--- src/rtl/bin2gray_counter.sv ---
// ---------------------------------------------------------------------------
// bin2gray_counter
//
// Binary up/down counter with a registered Gray-coded image of the count.
// The binary state and its Gray code are registered on the same edge.
// Both are derived from the same next-state value, so they can never skew.
// A combinational one-step lookahead (GRAY_NXT) lets pointer-compare logic
// see where the counter would go on the next EN step.
//
// Parameters:
//   NUM_PIN   - MSB index; counter and code width is NUM_PIN+1 bits
//   WRAP_MODE - 1: wrap at terminal count, 0: saturate (hold) at terminal count
//
// Ports:
//   CLK      in   clock, all state changes on the rising edge
//   RST      in   synchronous active-high reset (highest priority)
//   EN       in   count-step request
//   UP       in   direction: 1 = increment, 0 = decrement
//   LOAD     in   synchronous load strobe (beats EN)
//   LOAD_BIN in   binary value to load
//   BIN      out  registered binary count
//   GRAY     out  registered Gray code of BIN
//   GRAY_NXT out  combinational Gray code of the next EN step in direction UP
//   WRAP     out  registered one-cycle pulse on a terminal-count crossing
// ---------------------------------------------------------------------------
module bin2gray_counter #(
  parameter int NUM_PIN   = 3,
  parameter bit WRAP_MODE = 1'b1
) (
  input  logic               CLK,
  input  logic               RST,
  input  logic               EN,
  input  logic               UP,
  input  logic               LOAD,
  input  logic [NUM_PIN:0]   LOAD_BIN,
  output logic [NUM_PIN:0]   BIN,
  output logic [NUM_PIN:0]   GRAY,
  output logic [NUM_PIN:0]   GRAY_NXT,
  output logic               WRAP
);

  localparam int W = NUM_PIN + 1;
  localparam logic [W-1:0] MaxVal = '1;
  localparam logic [W-1:0] MinVal = '0;

  logic [W-1:0] stepBin;
  logic         stepWrap;
  logic [W-1:0] nextBin;
  logic [W-1:0] nextGray;
  logic         nextWrap;

  function automatic logic [W-1:0] toGray(input logic [W-1:0] b);
    return b ^ (b >> 1);
  endfunction

  // Value one EN step would produce from the current count in the current
  // direction. At the terminal count it either wraps (and flags it) or
  // stays put when saturating, which makes GRAY_NXT equal GRAY there.
  always_comb begin
    stepBin  = BIN;
    stepWrap = 1'b0;
    if (UP) begin
      if (BIN == MaxVal) begin
        if (WRAP_MODE) begin
          stepBin  = MinVal;
          stepWrap = 1'b1;
        end
      end else begin
        stepBin = BIN + 1'b1;
      end
    end else begin
      if (BIN == MinVal) begin
        if (WRAP_MODE) begin
          stepBin  = MaxVal;
          stepWrap = 1'b1;
        end
      end else begin
        stepBin = BIN - 1'b1;
      end
    end
  end

  assign GRAY_NXT = toGray(stepBin);

  // Next-state selection: LOAD beats EN, otherwise hold. WRAP is a pulse,
  // so every path other than a wrapping step drives it low.
  // The Gray image is taken from nextBin, never from the registered BIN,
  // so BIN and GRAY always update together.
  always_comb begin
    nextBin  = BIN;
    nextWrap = 1'b0;
    if (LOAD) begin
      nextBin = LOAD_BIN;
    end else if (EN) begin
      nextBin  = stepBin;
      nextWrap = stepWrap;
    end
    nextGray = toGray(nextBin);
  end

  // State register; synchronous reset discards any in-flight LOAD or EN.
  always_ff @(posedge CLK) begin
    if (RST) begin
      BIN  <= '0;
      GRAY <= '0;
      WRAP <= 1'b0;
    end else begin
      BIN  <= nextBin;
      GRAY <= nextGray;
      WRAP <= nextWrap;
    end
  end

endmodule
--- config.mk ---
export PLATFORM = sky130hd
export DESIGN_NAME = bin2gray_counter
export DESIGN_NICKNAME = d
export VERILOG_FILES = /design/src/rtl/bin2gray_counter.sv
export SDC_FILE = /design/constraint.sdc
export NUM_CORES = 1
export LEC_CHECK = 0
export CORE_MARGIN = 2
export CORE_UTILIZATION = 41
export CTS_CLUSTER_SIZE = 20
export DETAILED_ROUTE_END_ITERATION = 6
export HOLD_SLACK_MARGIN = 0.05
export PLACE_DENSITY = 0.83
export SLEW_MARGIN = 20
export SYNTH_ARGS = -nofsm -noshare
export SYNTH_HDL_FRONTEND = slang
export SYNTH_SLANG_ARGS = --single-unit
--- constraint.sdc ---
create_clock -name CLK -period 2.9 [get_ports CLK]
set_clock_uncertainty 0.2 [all_clocks]
set_input_delay 0.29 -clock CLK [delete_from_list [all_inputs] [get_ports CLK]]
set_output_delay 0.29 -clock CLK [all_outputs]
set_load 0.02 [all_outputs]
-- Yosys cells after proc, flatten, opt, wreduce, memory -nomap -nowiden
Index checks and enable logic that the tools add are counted.
- reductions and logical operators: 2
- $mul: 0
- bitwise logic cells: 3
- equality and inequality tests: 1
- shift-type cells: 0
- order comparisons: 0
- mux-type cells: 8
- $add $sub $neg: 2
- divide/modulo/power cells: 0
- operators with widths (kind ; count):
    $mux 4 ; 5
    $xor 4x3->4 ; 2
    $add 4x1->4 const B ; 1
    $eq 4x4->1 const B ; 1
    $logic_not 4->1 ; 1
    $sub 4x1->4 const B ; 1
    $mux 1 ; 3
    $reduce_or 3->1 ; 1
    $not 1->1 ; 1
- output and inout bits: 13
- flip-flop bits (word level): 9
- bits of input ports: 9
- memory bits (writable): 0
- memory bits (read-only): 0
- bits in latches: 0
- word-level logic and storage cells: 19
- memories: 0

-- Longest topological paths before layout
Gate-level depths: netlist (run 1).
- depth in word-level cells: 6
- mapped depth: 7
- mapped depth without buffers: 7

-- Least setup slack after synthesis (run 1)
OpenSTA, ideal clock, no wires.
- path type: register to output
- from: register BIN[2]
- to: output GRAY_NXT[2]
- slack: 0.537 ns
- arrival time: 1.873 ns
- stages on the path, launching flop included: 6
- required time: 2.410 ns
- cells stage by stage: dfxtp_1 -> buf_6 -> or4_4 -> a31oi_1 -> nand2_1 -> xnor2_1
- longest elaborated chain between the ends: 4
- RTL lines (element ; RTL line ; RTL):
    from (decl) ; 36 ; output logic [NUM_PIN:0] BIN,
    from (signal assigned) ; 108 ; BIN <= nextBin;
    $sub 4x1->4, or another cell as far along ; 78 ; stepBin = BIN - 1'b1;
    $mux 4, on equally long branches ; 72, 63 ;
    $mux 4 (*) ; 62 ; if (UP) begin
    $xor 4x3->4 (*) ; 53 ; return b ^ (b >> 1);
    to (decl) ; 38 ; output logic [NUM_PIN:0] GRAY_NXT,
Every way passes the cells marked *; elsewhere a longest branch is shown, timed or not.

-- Worst setup path in the final report (run 1)
- from: input UP
- to: output GRAY_NXT[1]
- longest elaborated chain between the ends: 2
- RTL lines (element ; RTL line ; RTL):
    from (decl) ; 33 ; input logic UP,
    $mux 4 ; 62 ;
    $xor 4x3->4 ; 53 ;
Every way passes these cells.

==> summary.md, run 1 <==
| Metric | Value |
|---|---|
| Status | `finished clean` |
| GPL Wtd Cong | `0.7556` |
| Synth Area in Simple Gates | `24.03%` |
| Synth cell types | `30` |
| CTS max path bufs | `2` |
| Largest net degree at the start of global routing | `11` |
| Fmax | `about 360 MHz` |
| Max-Cap Viols | `0` |
| CTS buffer count | `3` |
| WP data required | `about 2.4 ns` |
| Mapped Nets | `77` |
| # IOs | `22` |
| Synth-to-Final Area Change | `42.79%` |
| Clock Tree Root | `clkbuf_4` |
| Die X-Extent | `40.52 um` |
| Warnings from Yosys | `0` |
| Vias per Instance | `5.208` |
| Clk sink count | `8` |
| Via count | `526` |
| Synth Area in Adders | `about 6.9%` |
| Area of the core | `1269 um2` |
| Slew Limit Fails | `0` |
| Layout cell share with drive strength beyond 1 | `between 10% and 20%` |
| Overall Power | `0.3755 mW` |
| Post-route ant nets | `0` |
| Most frequent cells in the layout | `20 x clkdlybuf4s50_1, 8 x nor2_1, 6 x dfxtp_1` |
| Placed Instances | `98` |
| Xor/xnor share of the synthesized area | `approximately 8%` |
| Initial DRC Count | `12` |
| Fill cells | `roughly 120` |
| Clock-pin slew on the worst setup and hold paths | `roughly 0.05 ns` |
| Post_cts resized | `0` |
| Slew @ Worst Pin | `0.4531 ns` |
| Vias in the first global route | `418` |
| CP Launch Point | `UP` |
| Final setup viols | `0` |
| Post-synth top area share | `between 20% and 30%` |
| Compound-Gate Fraction of Synth Area | `between 20% and 30%` |
| Total GRT Usage | `15.41%` |
| Die Y | `just over 40 um` |
| Drt drc | `0` |
| IO buf count | `21` |
| Endpoints failing hold | `0` |
| Leakage Power | `0.3394 nW` |
| Crit path launch type | `input pin` |
| Drt pass-1 iters | `4` |
| Flops & latches, synth | `8` |
| Crit path DAT | `2.27 ns` |
| Row Count | `13` |
| Origin of the critical flop-to-flop path | `BIN[0]` |
| Skew-Pair Late Insertion Delay | `0.25 ns` |
| Die area | `about 1600 um2` |
| Avg Inst Size Synth | `around 8.4 um2` |
| Startpoint of the worst hold path | `BIN[3]` |
| Cells after synthesis | `65` |
| DP HPWL | `876.2 um` |
| Main synth FF type | `dfxtp_1` |
| Final core occ | `61.54%` |
| CTS tree | `yes` |
| Post-CTS setup buffer count | `0` |
| Cell type with the largest total area after synthesis | `dfxtp_1` |
| Post-synthesis sequential area ratio | `around 29%` |
| RSZ-0062 raised after global routing | `no` |
| Largest family of logic cells by synthesized area | `simple AND/OR/NAND/NOR gates` |
| Post-synth EDFFs | `0` |
| Mux contribution to synthesized area | `2.746%` |
| Most common cell after layout, fill and taps aside | `clkdlybuf4s50_1` |
| Initial Util | `43.10%` |
| Initial antenna violation count | `0` |
| Setup_tns | `0 ns` |
| H-Tree Depth | `1` |
| Hold buffer count at cts | `0` |
| Final net count | `100` |
| Critical path type | `input pin to output pin` |
| Post-Synthesis Cell Area | `546.8 um2` |
| Grt total ovfl | `0` |
| Layout Cells excl Fill | `101` |
| Top post-synthesis cells by area | `dfxtp_1 29%, ha_1 6.9%, xnor2_1 6.4%, nor2_1 5.5%, a21oi_1 4.6%` |
| Crit end category | `output pin` |
| Routed length per instance | `10.85 um` |
| Post-layout min period | `2.757 ns` |
| CP max FO | `9` |
| Maximum VDD drop | `between 0.3 and 0.4 mV` |
| Pwr Density | `480.9 nW/um2` |
| Asr flop ratio synth | `0%` |
| Hold Path Class | `flip-flop to flip-flop` |
| Diode count | `0` |
| Detailed Route WL | `1.096 mm` |
| Final Cycle Share | `a little over nine tenths` |
| Relative slew slack | `69.47%` |
| First-pass GRT wire length | `between 1.5 and 2 mm` |
[where the power goes]
group | switching (mW) | internal, mW
clock | 0.0336 | 0.0471
sequential | 0.0112 | 0.121
combinational | 0.0776 | 0.0852
[cell families (layout without fill, tap and decap cells)]
kind of cell | Yosys count | in the layout
AOI/OAI and AO/OA | 16 | 16
xor gates and xnor gates | 5 | 5
adders and majority gates | 3 | 3
buffers and inverters | 8 | 29
DFF | 8 | 8
muxes | 1 | 1
and+or+nand+nor | 24 | 24
[cell usage after synthesis, types with 3 or more instances]
library cell	instances
dfxtp_1	8
nor2_1	8
a21oi_1	5
xnor2_1	4
ha_1	3
inv_1	3
nand2_1	3
o21ai_0	3
[critical path: stages]
cell             delay [ns]
clkdlybuf4s50_1        0.42
buf_4                  0.18
nor2b_1                0.15
a211o_1                0.28
and2_1                 0.17
xnor2_1                0.15
clkdlybuf4s50_1        0.62
[registers in the layout (all words and copies together) (netlist names)]
name / count
BIN: 4
GRAY: 3
WRAP: 1
[worst paths after layout]
| kind | end | slack [ns] | cells past startpoint |
|---|---|---|---|
| worst max-delay path | GRAY_NXT[1] | 0.14 | 7 |
| worst min-delay path | WRAP | 0.41 | 2 |
| worst min register to register | WRAP | 0.41 | 2 |
| worst max register to register | GRAY[0] | 0.71 | 8 |
[area by class of cell]
cell class / instances / area [um2] / area share, %
clock buffer: 3 / 22.52 / 2.885
inverter: 3 / 11.26 / 1.442
multi-input combinational: 49 / 337.8 / 43.27
sequential: 8 / 162.7 / 20.83
tap: 15 / 18.77 / 2.404
timing repair buffer: 23 / 227.7 / 29.17
[layer usage]
layer,up-vias,track usage [%],routed length [um],part of all wire (%)
met1,232,16.33,461,42
li1,275,-,-,-
met3,0,8.333,88,8.0
met2,19,28.17,546,50
met5,-,0,0,0
met4,0,0,0,0
[metrics by stage]
stage / worst slack [ns] / hold slack (ns) / instance area, um2
final: 0.1434 / 0.4084 / 780.7
after global placement: 0.1044 / 0.3964 / 753.2
after detailed placement: 0.06182 / 0.3951 / 753.2
after floorplan: 0.5374 / 0.2451 / 546.8
after CTS: 0.06057 / 0.4049 / 775.7
after global routing: 0.07245 / 0.4660 / 780.7
(Power assumes the default switching activity.)
==> inputs of run 2 (changes only) <==
- PLACE_DENSITY: 0.83 -> 0.77
- TNS_END_PERCENT: not set -> 30
==> run 2 against run 1 <==
Compared with the run above:
- via count is 2.9% higher
- die area is the same
- largest power group unchanged
- flip-flop and latch count unchanged
- non-clock buffer count grew 1
- register-to-register slack hardly changed
- first-iteration DRC count is 67% lower
- core utilization rose by 0.49 points
- critical endpoint is now GRAY_NXT[3]
- hold slack improved by 0.011 ns
- clock-buffer cell count unchanged
- design area up 0.80%
- maximum frequency rose by 1.3%
==> summary.md, run 2 (synthesized netlist as in run 1, its figures left out) <==
| Metric | Value |
|---|---|
| Max-Cap Viols | `0 (unchanged)` |
| Fmax | `367.4 MHz (+1.3%)` |
| GPL Wtd Cong | `0.8025 (+6.2%)` |
| Regs by FF count | `BIN: 4 flops, GRAY: 3 flops, WRAP: 1 flops` |
| Clock-pin slew on the worst setup and hold paths | `0.05 ns (about the same)` |
| Die area | `1642 um2 (unchanged)` |
| # IOs | `22 (unchanged)` |
| Setup_tns | `0 ns (unchanged)` |
| First-pass GRT wire length | `1.932 mm (+16%)` |
| Initial Util | `43.10% (unchanged)` |
| Post-route ant nets | `0 (unchanged)` |
| Diode count | `0 (unchanged)` |
| Crit end category | `output pin` |
| Final setup viols | `0 (unchanged)` |
| Slew @ Worst Pin | `0.4511 ns (-0.002061 ns)` |
| Total GRT Usage | `18.30% (+2.9 points)` |
| Via count | `541 (+2.9%)` |
| Hold buffer count at cts | `0 (unchanged)` |
| CTS buffer count | `3 (unchanged)` |
| Hold Path Class | `flip-flop to flip-flop` |
| Grt total ovfl | `0 (unchanged)` |
| RSZ-0062 raised after global routing | `no` |
| DP HPWL | `1.032 mm (+18%)` |
| Vias per Instance | `5.304 (+1.8%)` |
| Clock Tree Root | `clkbuf_4` |
| Most flop-heavy register | `BIN` |
| Post-CTS setup buffer count | `0 (unchanged)` |
| Reg2Reg Depth | `8 (unchanged)` |
| Initial DRC Count | `4 (-8)` |
| Pwr Density | `482.0 nW/um2 (+0.23%)` |
| Skew-Pair Late Insertion Delay | `0.25 ns (about the same)` |
| Die X-Extent | `40.52 um (unchanged)` |
| Crit path launch type | `input pin` |
| Max reg flops | `4 (unchanged)` |
| CTS max path bufs | `2 (unchanged)` |
| Leakage Power | `0.3459 nW (+1.9%)` |
| Most common cell after layout, fill and taps aside | `clkdlybuf4s50_1` |
| Status | `finished clean` |
| Post-layout min period | `2.722 ns (-0.03500 ns)` |
| Slew Limit Fails | `0 (unchanged)` |
| IO buf count | `21 (unchanged)` |
| Largest net degree at the start of global routing | `10 (-1)` |
| H-Tree Depth | `1 (unchanged)` |
| Row Count | `13 (unchanged)` |
| Clk sink count | `8 (unchanged)` |
| Overall Power | `0.3794 mW (+1.0%)` |
| Drt drc | `0 (unchanged)` |
| Most frequent cells in the layout | `19 x clkdlybuf4s50_1, 8 x nor2_1, 6 x dfxtp_1` |
| Drt pass-1 iters | `2 (-2)` |
| Synth-to-Final Area Change | `43.94%` |
| Hold path cells | `2 (unchanged)` |
| Crit path DAT | `2.23 ns (-0.04 ns)` |
| Relative slew slack | `69.61% (+0.14 points)` |
| Detailed Route WL | `1.305 mm (+19%)` |
| CTS tree | `yes` |
| CP max FO | `2 (-7)` |
| Endpoints failing hold | `0 (unchanged)` |
| Maximum VDD drop | `0.3265 mV (-11%)` |
| Final net count | `101 (+1.0%)` |
| Die Y | `40.52 um (unchanged)` |
| Area of the core | `1269 um2 (unchanged)` |
| WP data required | `2.41 ns (about the same)` |
| Critical path type | `input pin to output pin` |
| Layout cell share with drive strength beyond 1 | `11.49% (+1.0 points)` |
| Routed length per instance | `12.79 um (+18%)` |
| Vias in the first global route | `446 (+6.7%)` |
| Initial antenna violation count | `0 (unchanged)` |
| Final Cycle Share | `93.85% (-1.2 points)` |
==> run 2: cell count changes in the layout (fill, tap and decap cells not counted), sizes merged <==
cell,change
dlygate4sd2,+1
buf,+1
clkdlybuf4s50,-1
==> run 2: through the flow <==
stage               hold slack (ns)  cells  worst slack, ns  utilization (%)  cell area [um2]
floorplan                    0.2451     65           0.5374                -            546.8
global placement             0.3963     99          0.08288            59.96            760.7
detailed placement           0.4022     99         0.002154            59.96            760.7
CTS                          0.4133    102          0.05981            61.64            782.0
global route                 0.4601    102          0.07184            62.03            787.0
finish                       0.4194    102           0.1784            62.03            787.0
==> run 2: what timing repair did <==
item                       4_1_cts  5_1_grt
pin swaps                        0        0
hold endpoints to repair         0        0
setup endpoints to repair        1        1
resized for setup                1        3
==> run 2: critical path, stage by stage <==
cell and delay [ns]:
clkdlybuf4s50_1 0.43, or4_4 0.52, a21oi_1 0.16, a31oi_1 0.08, nand2_1 0.13, clkdlybuf4s50_1 0.61
==> run 2: area by class of cell <==
| class | instances | area [um2] |
|---|---|---|
| Tap cell | 15 | 18.77 |
| Multi-Input combinational cell | 49 | 337.8 |
| Inverter | 3 | 11.26 |
| Fill cell | 124 | 481.7 |
| Sequential cell | 8 | 162.7 |
| Timing Repair Buffer | 24 | 234.0 |
| Clock buffer | 3 | 22.52 |
==> run 2: report_power, final <==
part           leakage [nW]  switching [mW]  internal, mW
registers            0.0670          0.0103         0.121
clock network        0.0138          0.0364        0.0473
logic                 0.265          0.0816        0.0831
==> run 2: worst paths after layout <==
kind,start,end,slack (ns)
max,UP,GRAY_NXT[3],0.18
min,BIN[3],WRAP,0.42
max reg2reg,BIN[0],GRAY[0],0.72
min reg2reg,BIN[3],WRAP,0.42
==> run 2: layer usage <==
metal / routed length, um / track usage, % / up-vias
li1: - / - / 278
met1: 559 / 22.04 / 252
met2: 697 / 31.35 / 11
met3: 48 / 8.333 / 0
met4: 0 / 0 / 0
met5: 0 / 0 / -
